**src/rtl/regfile_pkg.sv**
```systemverilog
// Shared register-file widths, R0 index and write-arbiter FSM encoding.
package regfile_pkg;

  localparam int DATA_W = 16;
  localparam int REG_AW = 5;
  localparam int R0_IDX = 0;

  typedef enum logic [1:0] {
    IDLE    = 2'd0,
    PEND_LO = 2'd1,
    PEND_HI = 2'd2
  } arb_state_e;

endpackage

```
**src/rtl/regfile_write_arbiter.sv**
```systemverilog
// Shares the register-file write path between writeback (always wins) and one buffered
// 32-bit MDU result, written as lo->dest then hi->R0; raises stall_req when the MDU starves.
module regfile_write_arbiter #(
  parameter int DATA_W     = regfile_pkg::DATA_W,
  parameter int REG_AW     = regfile_pkg::REG_AW,
  parameter int STARVE_MAX = 3
) (
  input  logic                clk,
  input  logic                reset,
  input  logic                wb_we,
  input  logic [REG_AW-1:0]   wb_reg,
  input  logic [DATA_W-1:0]   wb_data,
  input  logic                mdu_valid,
  output logic                mdu_ready,
  input  logic [REG_AW-1:0]   mdu_reg,
  input  logic [2*DATA_W-1:0] mdu_result,
  output logic                rf_reg_write,
  output logic [REG_AW-1:0]   rf_write_reg,
  output logic [DATA_W-1:0]   rf_write_data,
  output logic                rf_write_r0,
  output logic [DATA_W-1:0]   rf_r0,
  output logic                stall_req,
  output logic                busy
);
  import regfile_pkg::*;

  localparam int                CNT_W   = $clog2(STARVE_MAX + 1);
  localparam logic [CNT_W-1:0]  CNT_MAX = CNT_W'(STARVE_MAX);
  localparam logic [REG_AW-1:0] R0_REG  = REG_AW'(R0_IDX);

  arb_state_e        state_q, state_d;
  logic [DATA_W-1:0] lo_q, lo_d, hi_q, hi_d;
  logic [REG_AW-1:0] reg_q, reg_d;
  logic [CNT_W-1:0]  cnt_q, cnt_d, cnt_inc;
  logic              hi_kill_q, hi_kill_d;
  logic              wb_hits_lo, wb_hits_r0;

  assign cnt_inc    = (cnt_q == CNT_MAX) ? cnt_q : cnt_q + 1'b1;
  assign wb_hits_lo = wb_we && (wb_reg == reg_q);
  assign wb_hits_r0 = wb_we && (wb_reg == R0_REG);

  always_comb begin
    state_d   = state_q;
    lo_d      = lo_q;
    hi_d      = hi_q;
    reg_d     = reg_q;
    cnt_d     = cnt_q;
    hi_kill_d = hi_kill_q;
    unique case (state_q)
      IDLE: begin
        if (mdu_valid) begin
          lo_d      = mdu_result[DATA_W-1:0];
          hi_d      = mdu_result[2*DATA_W-1:DATA_W];
          reg_d     = mdu_reg;
          cnt_d     = '0;
          hi_kill_d = 1'b0;
          state_d   = PEND_LO;
        end
      end
      PEND_LO: begin
        if (wb_we) begin
          // A younger writeback to the same register makes the pending write stale.
          cnt_d = cnt_inc;
          if (wb_hits_lo && (wb_hits_r0 || hi_kill_q)) begin
            state_d   = IDLE;
            cnt_d     = '0;
            hi_kill_d = 1'b0;
          end else if (wb_hits_lo) begin
            state_d   = PEND_HI;
          end else if (wb_hits_r0) begin
            hi_kill_d = 1'b1;
          end
        end else begin
          cnt_d     = '0;
          hi_kill_d = 1'b0;
          state_d   = hi_kill_q ? IDLE : PEND_HI;
        end
      end
      PEND_HI: begin
        if (wb_we && !wb_hits_r0) begin
          cnt_d = cnt_inc;
        end else begin
          cnt_d   = '0;
          state_d = IDLE;
        end
      end
      default: begin
        state_d = IDLE;
        cnt_d   = '0;
      end
    endcase
  end

  always_ff @(posedge clk or posedge reset) begin
    if (reset) begin
      state_q   <= IDLE;
      lo_q      <= '0;
      hi_q      <= '0;
      reg_q     <= '0;
      cnt_q     <= '0;
      hi_kill_q <= 1'b0;
    end else begin
      state_q   <= state_d;
      lo_q      <= lo_d;
      hi_q      <= hi_d;
      reg_q     <= reg_d;
      cnt_q     <= cnt_d;
      hi_kill_q <= hi_kill_d;
    end
  end

  // All outputs are forced low while reset is held, including mdu_ready.
  always_comb begin
    mdu_ready     = 1'b0;
    busy          = 1'b0;
    stall_req     = 1'b0;
    rf_reg_write  = 1'b0;
    rf_write_reg  = '0;
    rf_write_data = '0;
    rf_write_r0   = 1'b0;
    rf_r0         = '0;
    if (!reset) begin
      mdu_ready = (state_q == IDLE);
      busy      = (state_q != IDLE);
      stall_req = (state_q != IDLE) && (cnt_q == CNT_MAX);
      if (wb_we) begin
        rf_reg_write  = 1'b1;
        rf_write_reg  = wb_reg;
        rf_write_data = wb_data;
      end else if (state_q == PEND_LO) begin
        rf_reg_write  = 1'b1;
        rf_write_reg  = reg_q;
        rf_write_data = lo_q;
      end else if (state_q == PEND_HI) begin
        rf_write_r0 = 1'b1;
        rf_r0       = hi_q;
      end
    end
  end

endmodule

```
**config.mk**
```make
export PLATFORM = sky130hd
export DESIGN_NAME = regfile_write_arbiter
export DESIGN_NICKNAME = d
export VERILOG_FILES = /design/src/rtl/regfile_pkg.sv /design/src/rtl/regfile_write_arbiter.sv
export SDC_FILE = /design/constraint.sdc
export NUM_CORES = 1
export LEC_CHECK = 0
export ABC_AREA = 1
export CORE_MARGIN = 2
export CORE_UTILIZATION = 38
export DETAILED_ROUTE_END_ITERATION = 8
export PLACE_DENSITY_LB_ADDON = 0.12
export SKIP_CTS_REPAIR_TIMING = 1
export SLEW_MARGIN = 0
export SYNTH_ARGS = -nofsm -noshare
export SYNTH_HDL_FRONTEND = slang
export SYNTH_SLANG_ARGS = --single-unit
```
**constraint.sdc**
```tcl
create_clock -name clk -period 2.3 [get_ports clk]
set_input_delay 0.345 -clock clk [delete_from_list [all_inputs] [get_ports clk]]
set_output_delay 0.345 -clock clk [all_outputs]
set_load 0.05 [all_outputs]
```
==> flow_metrics.env, run 1 <==
export IMPL_initial_utilization=0.389
export IMPL_htree_levels=2
export IMPL_finalMaxSlewViolations=0
export IMPL_synth_top_family_by_area="simple AND/OR/NAND/NOR gates"
export IMPL_ios=104
export IMPL_cp_max_fo=10
export IMPL_drive_above_1_share=0.323
export IMPL_worst_slew_pin_slew_ns=0.533
export IMPL_die_width_um=81.6
export IMPL_final_core_util=0.648
export IMPL_syn_to_final_growth_pct=66.7
export IMPL_core_um2=5890
export IMPL_grt_ovfl_total=0
export IMPL_synth_compound_area_frac=0.0689
export IMPL_most_common_layout_cells="76 x nand2_1, 61 x clkdlybuf4s50_1, 42 x dfrtp_1, 34 x mux2_2, 26 x nor2_1"
export IMPL_min_from="hi_kill_q"
export IMPL_crit_required_ns=1.96
export IMPL_post_place_ws_ns=0.182
export IMPL_grt_pass1_wl_mm=9.88
export IMPL_multiInputGateArea_um2=1180
export IMPL_grt_max_degree=43
export IMPL_critPathMostFrequentCell="inv_1"
export IMPL_critPathKind="reg -> out"
export IMPL_final_common_cell="nand2_1"
export IMPL_clk_pin_slew_ns=0.08
export IMPL_diodes=0
export IMPL_hold_class="reg -> reg"
export IMPL_cts_inserted_buffers=5
export IMPL_cts_sinks=42
export IMPL_syn_area_um2=2290
export IMPL_holdPathEnd="hi_kill_q"
export IMPL_synthMuxAreaShare=0.181
export IMPL_seq_area_um2=1050
export IMPL_worstHoldPathCells=2
export IMPL_path_cells="inv_1, ha_4, inv_1, nor2_4, buf_6, nand2_1, a21oi_1, buf_12"
export IMPL_worst_path_max_delay_cell="dfrtp_1"
export IMPL_arrival_ns=1.84
export IMPL_cap_violations=0
export IMPL_fill_cells=493
export IMPL_wl_per_cell_um=14.1
export IMPL_rsz0062_at_grt="no"
export IMPL_reg2reg_slack_ns=0.53
export IMPL_max_freq_ghz=0.458
export IMPL_power_leakage_nw=1.64
export IMPL_synth_nets=323
export IMPL_endpoint_kind="output pin"
export IMPL_peakVddDrop_mv=0.544
export IMPL_status="completed"
export IMPL_fin_ws_ns=0.118
export IMPL_ys_types=22
export IMPL_cts_tree="built"
export IMPL_cp_buffers_inverters=4
export IMPL_crit_family="buffers and inverters"
export IMPL_synth_fa_ha_area_frac=0.0164
export IMPL_grt_pass1_vias=2094
export IMPL_clk_insertion_delay_late_ns=0.29
export IMPL_rr_worst_depth=5
export IMPL_rr_endpoint="lo_q[9]"
export IMPL_ys_ff_latch=42
export IMPL_setup_viol=0
export IMPL_antenna_found_initial=0
export IMPL_synthSimpleGateAreaFrac=0.193
export IMPL_syn_avg_cell_area_um2=8.87
export IMPL_viasPerCell=4.76
export IMPL_die_area_um2=6660
export IMPL_hpwl_mm=4.52
export IMPL_dr_pass1_iters=4
export IMPL_vias=2094
export IMPL_final_nets=429
export IMPL_wirelength_mm=6.22
export IMPL_clock_root_buffer="clkbuf_8"
export IMPL_slowest_delay_ns=0.40
export IMPL_syn_instance_count=258
export IMPL_io_buffers=103
export IMPL_drt_iter0_markers=59
export IMPL_fin_skew_ns=0.00394
export IMPL_antenna_left=0
export IMPL_p_per_area_nw_per_um2=969
export IMPL_whs_ns=0.487
export IMPL_finalCritPeriodShare=0.949
export IMPL_synth_xor_area_frac=0.0153
export IMPL_clock_path_buffers=2
export IMPL_die_h_um=81.6
export IMPL_fp_row_count=28
export IMPL_grt_usage=0.194
export IMPL_slew_headroom=0.645
export IMPL_yosysWarnings=0
export IMPL_critPathLaunchType="register"
export IMPL_seq_area_frac_synth=0.460
export IMPL_hold_viol=0
export IMPL_rr_startpoint="state_q[0]"
export IMPL_drc=0
export IMPL_layout_min_cycle_time_ns=2.18
export IMPL_place_congestion=0.855
[power by group]
part           switching, mW  internal [mW]  total, mW
Combinational          0.915          0.897       1.81
Sequential             0.201           1.11       1.31
Clock                  0.251          0.325      0.576
Total                   1.37           2.33       3.70
[state kept, by name, indices dropped and copies added (netlist names)]
register	flops
reg_q	5
cnt_q	2
hi_q	16
hi_kill_q	1
lo_q	16
state_q	2
[stage by stage]
step                setup TNS [ns]  total power [mW]  cell area, um^2  instances
floorplan                    -2.35              2.47             2300        258
CTS                          -1.37              3.66             3710        439
finish                           0              3.70             3810        440
detailed placement               0              3.07             3610        431
global route                     0              3.97             3810        440
global placement                 0              3.04             3610        431
[per-layer routing]
metal  part of all wire  routed length (um)  vias up  track usage
met5                  0                   0        -            0
met4              0.013                  80        0       0.0617
met3              0.059                 370        7       0.0451
met2               0.50                3110       56        0.329
met1               0.43                2650      989        0.244
li1                   -                   -     1042            -
[cell usage after synthesis]
master    number  area [um^2]
mux2_2        34          383
xor2_1         3         26.3
nand2_1       77          289
clkbuf_1       4         15.0
nand4_1        1         6.26
nor2_1        27          101
buf_2          5         25.0
dfrtp_1       42         1050
nand3_1        5         25.0
inv_1         16         60.1
o21ai_1        1         5.00
o21ai_0        3         15.0
buf_6          4         45.0
nor4_1         1         6.26
buf_4          1         7.51
a21oi_1       23          115
ha_1           3         37.5
nor2_2         1         6.26
xnor2_1        1         8.76
or2_2          1         6.26
a211oi_1       3         22.5
mux2_4         2         30.0
[kinds of logic after synthesis]
group / Yosys count
AND/OR/NAND/NOR: 113
flip-flops: 42
multiplexers: 36
AO/OA/AOI/OAI: 30
buffers and inverters: 30
XOR/XNOR: 4
adder cells (fa/ha/maj): 3
[how the worst max path moves through the flow]
stage,start,endpoint,slack [ns],depth (start not counted)
floorplan,reset,rf_r0[10],-0.21,5
global placement,state_q[1],rf_write_data[15],0.21,8
detailed placement,state_q[1],rf_write_data[15],0.18,8
CTS,state_q[1],rf_write_data[15],-0.13,8
global route,state_q[1],rf_write_data[15],0.02,8
finish,state_q[1],rf_write_data[1],0.12,8
[worst register-to-register path, delay by kind of cell (launching register included)]
family                   cells  cell delay [ns]
adder cells (fa/ha/maj)      1             0.25
buffers and inverters        2             0.33
flip-flops                   1             0.42
multiplexers                 1             0.37
AND/OR/NAND/NOR              1             0.29
[layout make-up]
class	count	share of cell area
Clock buffer	7	0.0200
Clock inverter	1	0.00788
Inverter	16	0.0167
Multi-Input combinational cell	186	0.309
Sequential cell	42	0.276
Tap cell	75	0.0246
Timing Repair Buffer	113	0.347
No activity file was read; power rests on OpenSTA's default activity.
==> inputs of run 2 (changes only) <==
--- a/config.mk
+++ b/config.mk
@@ -7,7 +7,8 @@
 export LEC_CHECK = 0
 export ABC_AREA = 1
 export CORE_MARGIN = 2
-export CORE_UTILIZATION = 38
+export CORE_UTILIZATION = 39
+export CTS_BUF_LIST = sky130_fd_sc_hd__clkbuf_8
 export DETAILED_ROUTE_END_ITERATION = 8
 export PLACE_DENSITY_LB_ADDON = 0.12
 export SKIP_CTS_REPAIR_TIMING = 1
==> flow_metrics.env, run 2 (same netlist as run 1, synthesis figures left out) <==
export IMPL_status="completed"
export IMPL_worst_path_max_delay_cell="dfrtp_1"
export IMPL_final_cell_count_no_fill=437
export IMPL_cap_violations=0
export IMPL_final_core_util=0.681
export IMPL_fp_row_count=27
export IMPL_core_um2=5570
export IMPL_dp_cells=429
export IMPL_hold_class="reg -> reg"
export IMPL_wirelength_mm=5.80
export IMPL_drive_above_1_share=0.337
export IMPL_cts_sinks=42
export IMPL_arrival_ns=1.83
export IMPL_antenna_left=0
export IMPL_fill_cells=436
export IMPL_cts_tree="built"
export IMPL_clk_insertion_delay_late_ns=0.30
export IMPL_initial_utilization=0.410
export IMPL_slew_headroom=0.650
export IMPL_clock_path_buffers=2
export IMPL_grt_pass1_vias=2001
export IMPL_rr_worst_depth=5
export IMPL_worst_slew_pin_slew_ns=0.524
export IMPL_diodes=0
export IMPL_grt_usage=0.196
export IMPL_cts_inserted_buffers=5
export IMPL_seq_area_um2=1050
export IMPL_cp_max_fo=20
export IMPL_endpoint_kind="output pin"
export IMPL_grt_pass1_wl_mm=9.69
export IMPL_path_cells="inv_1, ha_2, inv_1, nor2_2, buf_12, nand2_1, a21oi_2, buf_12"
export IMPL_die_width_um=80.6
export IMPL_viasPerCell=4.70
export IMPL_most_common_layout_cells="76 x nand2_1, 61 x clkdlybuf4s50_1, 42 x dfrtp_1, 34 x mux2_2"
export IMPL_dr_pass1_iters=4
export IMPL_rr_startpoint="state_q[0]"
export IMPL_critPathLaunchType="register"
export IMPL_crit_required_ns=1.96
export IMPL_peakVddDrop_mv=0.478
export IMPL_hold_viol=0
export IMPL_setup_viol=0
export IMPL_syn_to_final_growth_pct=66.1
export IMPL_drt_iter0_markers=57
export IMPL_grt_ovfl_total=0
export IMPL_power_leakage_nw=1.63
export IMPL_htree_levels=2
export IMPL_reg2reg_slack_ns=0.53
export IMPL_p_per_area_nw_per_um2=947
export IMPL_worstHoldPathCells=2
export IMPL_antenna_found_initial=0
export IMPL_multiInputGateArea_um2=1170
export IMPL_grt_max_degree=43
export IMPL_rsz0062_at_grt="no"
export IMPL_max_freq_ghz=0.460
export IMPL_die_area_um2=6490
export IMPL_vias=2056
export IMPL_io_buffers=103
export IMPL_clock_root_buffer="clkbuf_8"
export IMPL_finalCritPeriodShare=0.945
export IMPL_fin_skew_ns=0.0117
export IMPL_clk_pin_slew_ns=0.09
export IMPL_critPathKind="reg -> out"
export IMPL_final_nets=429
export IMPL_ios=104
export IMPL_holdPathEnd="hi_kill_q"
export IMPL_hpwl_mm=4.35
export IMPL_reg_top3="hi_q (16), lo_q (16), reg_q (5)"
export IMPL_finalMaxSlewViolations=0
export IMPL_die_h_um=80.6
export IMPL_wl_per_cell_um=13.3
export IMPL_rr_endpoint="lo_q[0]"
export IMPL_layout_min_cycle_time_ns=2.17
export IMPL_fin_tns_setup_ns=0
export IMPL_place_congestion=0.869
export IMPL_min_from="hi_kill_q"
export IMPL_drc=0
export IMPL_final_common_cell="nand2_1"
export IMPL_slowest_delay_ns=0.41
[run 2: worst max-delay path, delay by kind of cell, from the launching register on]
family	cells	cell delay [ns]
AO/OA/AOI/OAI	1	0.18
adder cells (fa/ha/maj)	1	0.23
buffers and inverters	4	0.48
flip-flops	1	0.41
AND/OR/NAND/NOR	2	0.22
[run 2: worst max path at each step]
stage	from	endpoint	slack, ns	cells after the start
2_1_floorplan	reset	rf_r0[10]	-0.21	5
3_3_place_gp	wb_we	rf_r0[8]	0.26	7
3_5_place_dp	wb_we	rf_r0[8]	0.26	7
4_1_cts	state_q[1]	rf_write_data[15]	-0.04	8
5_1_grt	state_q[1]	rf_write_data[1]	0.008	8
6_report	state_q[1]	rf_write_data[15]	0.13	8
[run 2: area by class of cell]
cell class	instances	share of cell area
Timing Repair Buffer	113	0.349
Tap cell	72	0.0237
Multi-Input combinational cell	186	0.309
Clock buffer	6	0.0217
Inverter	16	0.0168
Sequential cell	42	0.277
Clock inverter	2	0.00329
[run 2: per-stage QoR]
step / power (mW) / instance area [um^2] / hold WS (ns) / setup slack [ns]
after CTS: 3.59 / 3720 / 0.486 / -0.0360
after detailed placement: 3.09 / 3620 / 0.468 / 0.265
after global routing: 3.86 / 3800 / 0.520 / 0.00800
after global placement: 3.05 / 3620 / 0.458 / 0.263
final: 3.60 / 3800 / 0.481 / 0.127
after floorplan: 2.47 / 2300 / 0.441 / -0.214
[run 2: layer usage]
metal	share of wire	track usage	vias up
met1	0.45	0.254	951
met4	0.012	0.0559	0
li1	-	-	1040
met2	0.48	0.320	58
met3	0.058	0.0551	7
met5	0	0	-
[run 2: power breakdown]
| group | internal (mW) | switching [mW] |
|---|---|---|
| Sequential | 1.11 | 0.198 |
| Combinational | 0.895 | 0.900 |
| Clock | 0.241 | 0.256 |
| Total | 2.24 | 1.36 |
==> inputs of run 3 (changes only) <==
--- a/config.mk
+++ b/config.mk
@@ -6,6 +6,7 @@
 export NUM_CORES = 1
 export LEC_CHECK = 0
 export ABC_AREA = 1
+export ABC_CLOCK_PERIOD_IN_PS = 2300
 export CORE_MARGIN = 2
 export CORE_UTILIZATION = 39
 export CTS_BUF_LIST = sky130_fd_sc_hd__clkbuf_8
==> results of run 3 <==
No change in the layout: final DEF, timing and power equal those of run 2.
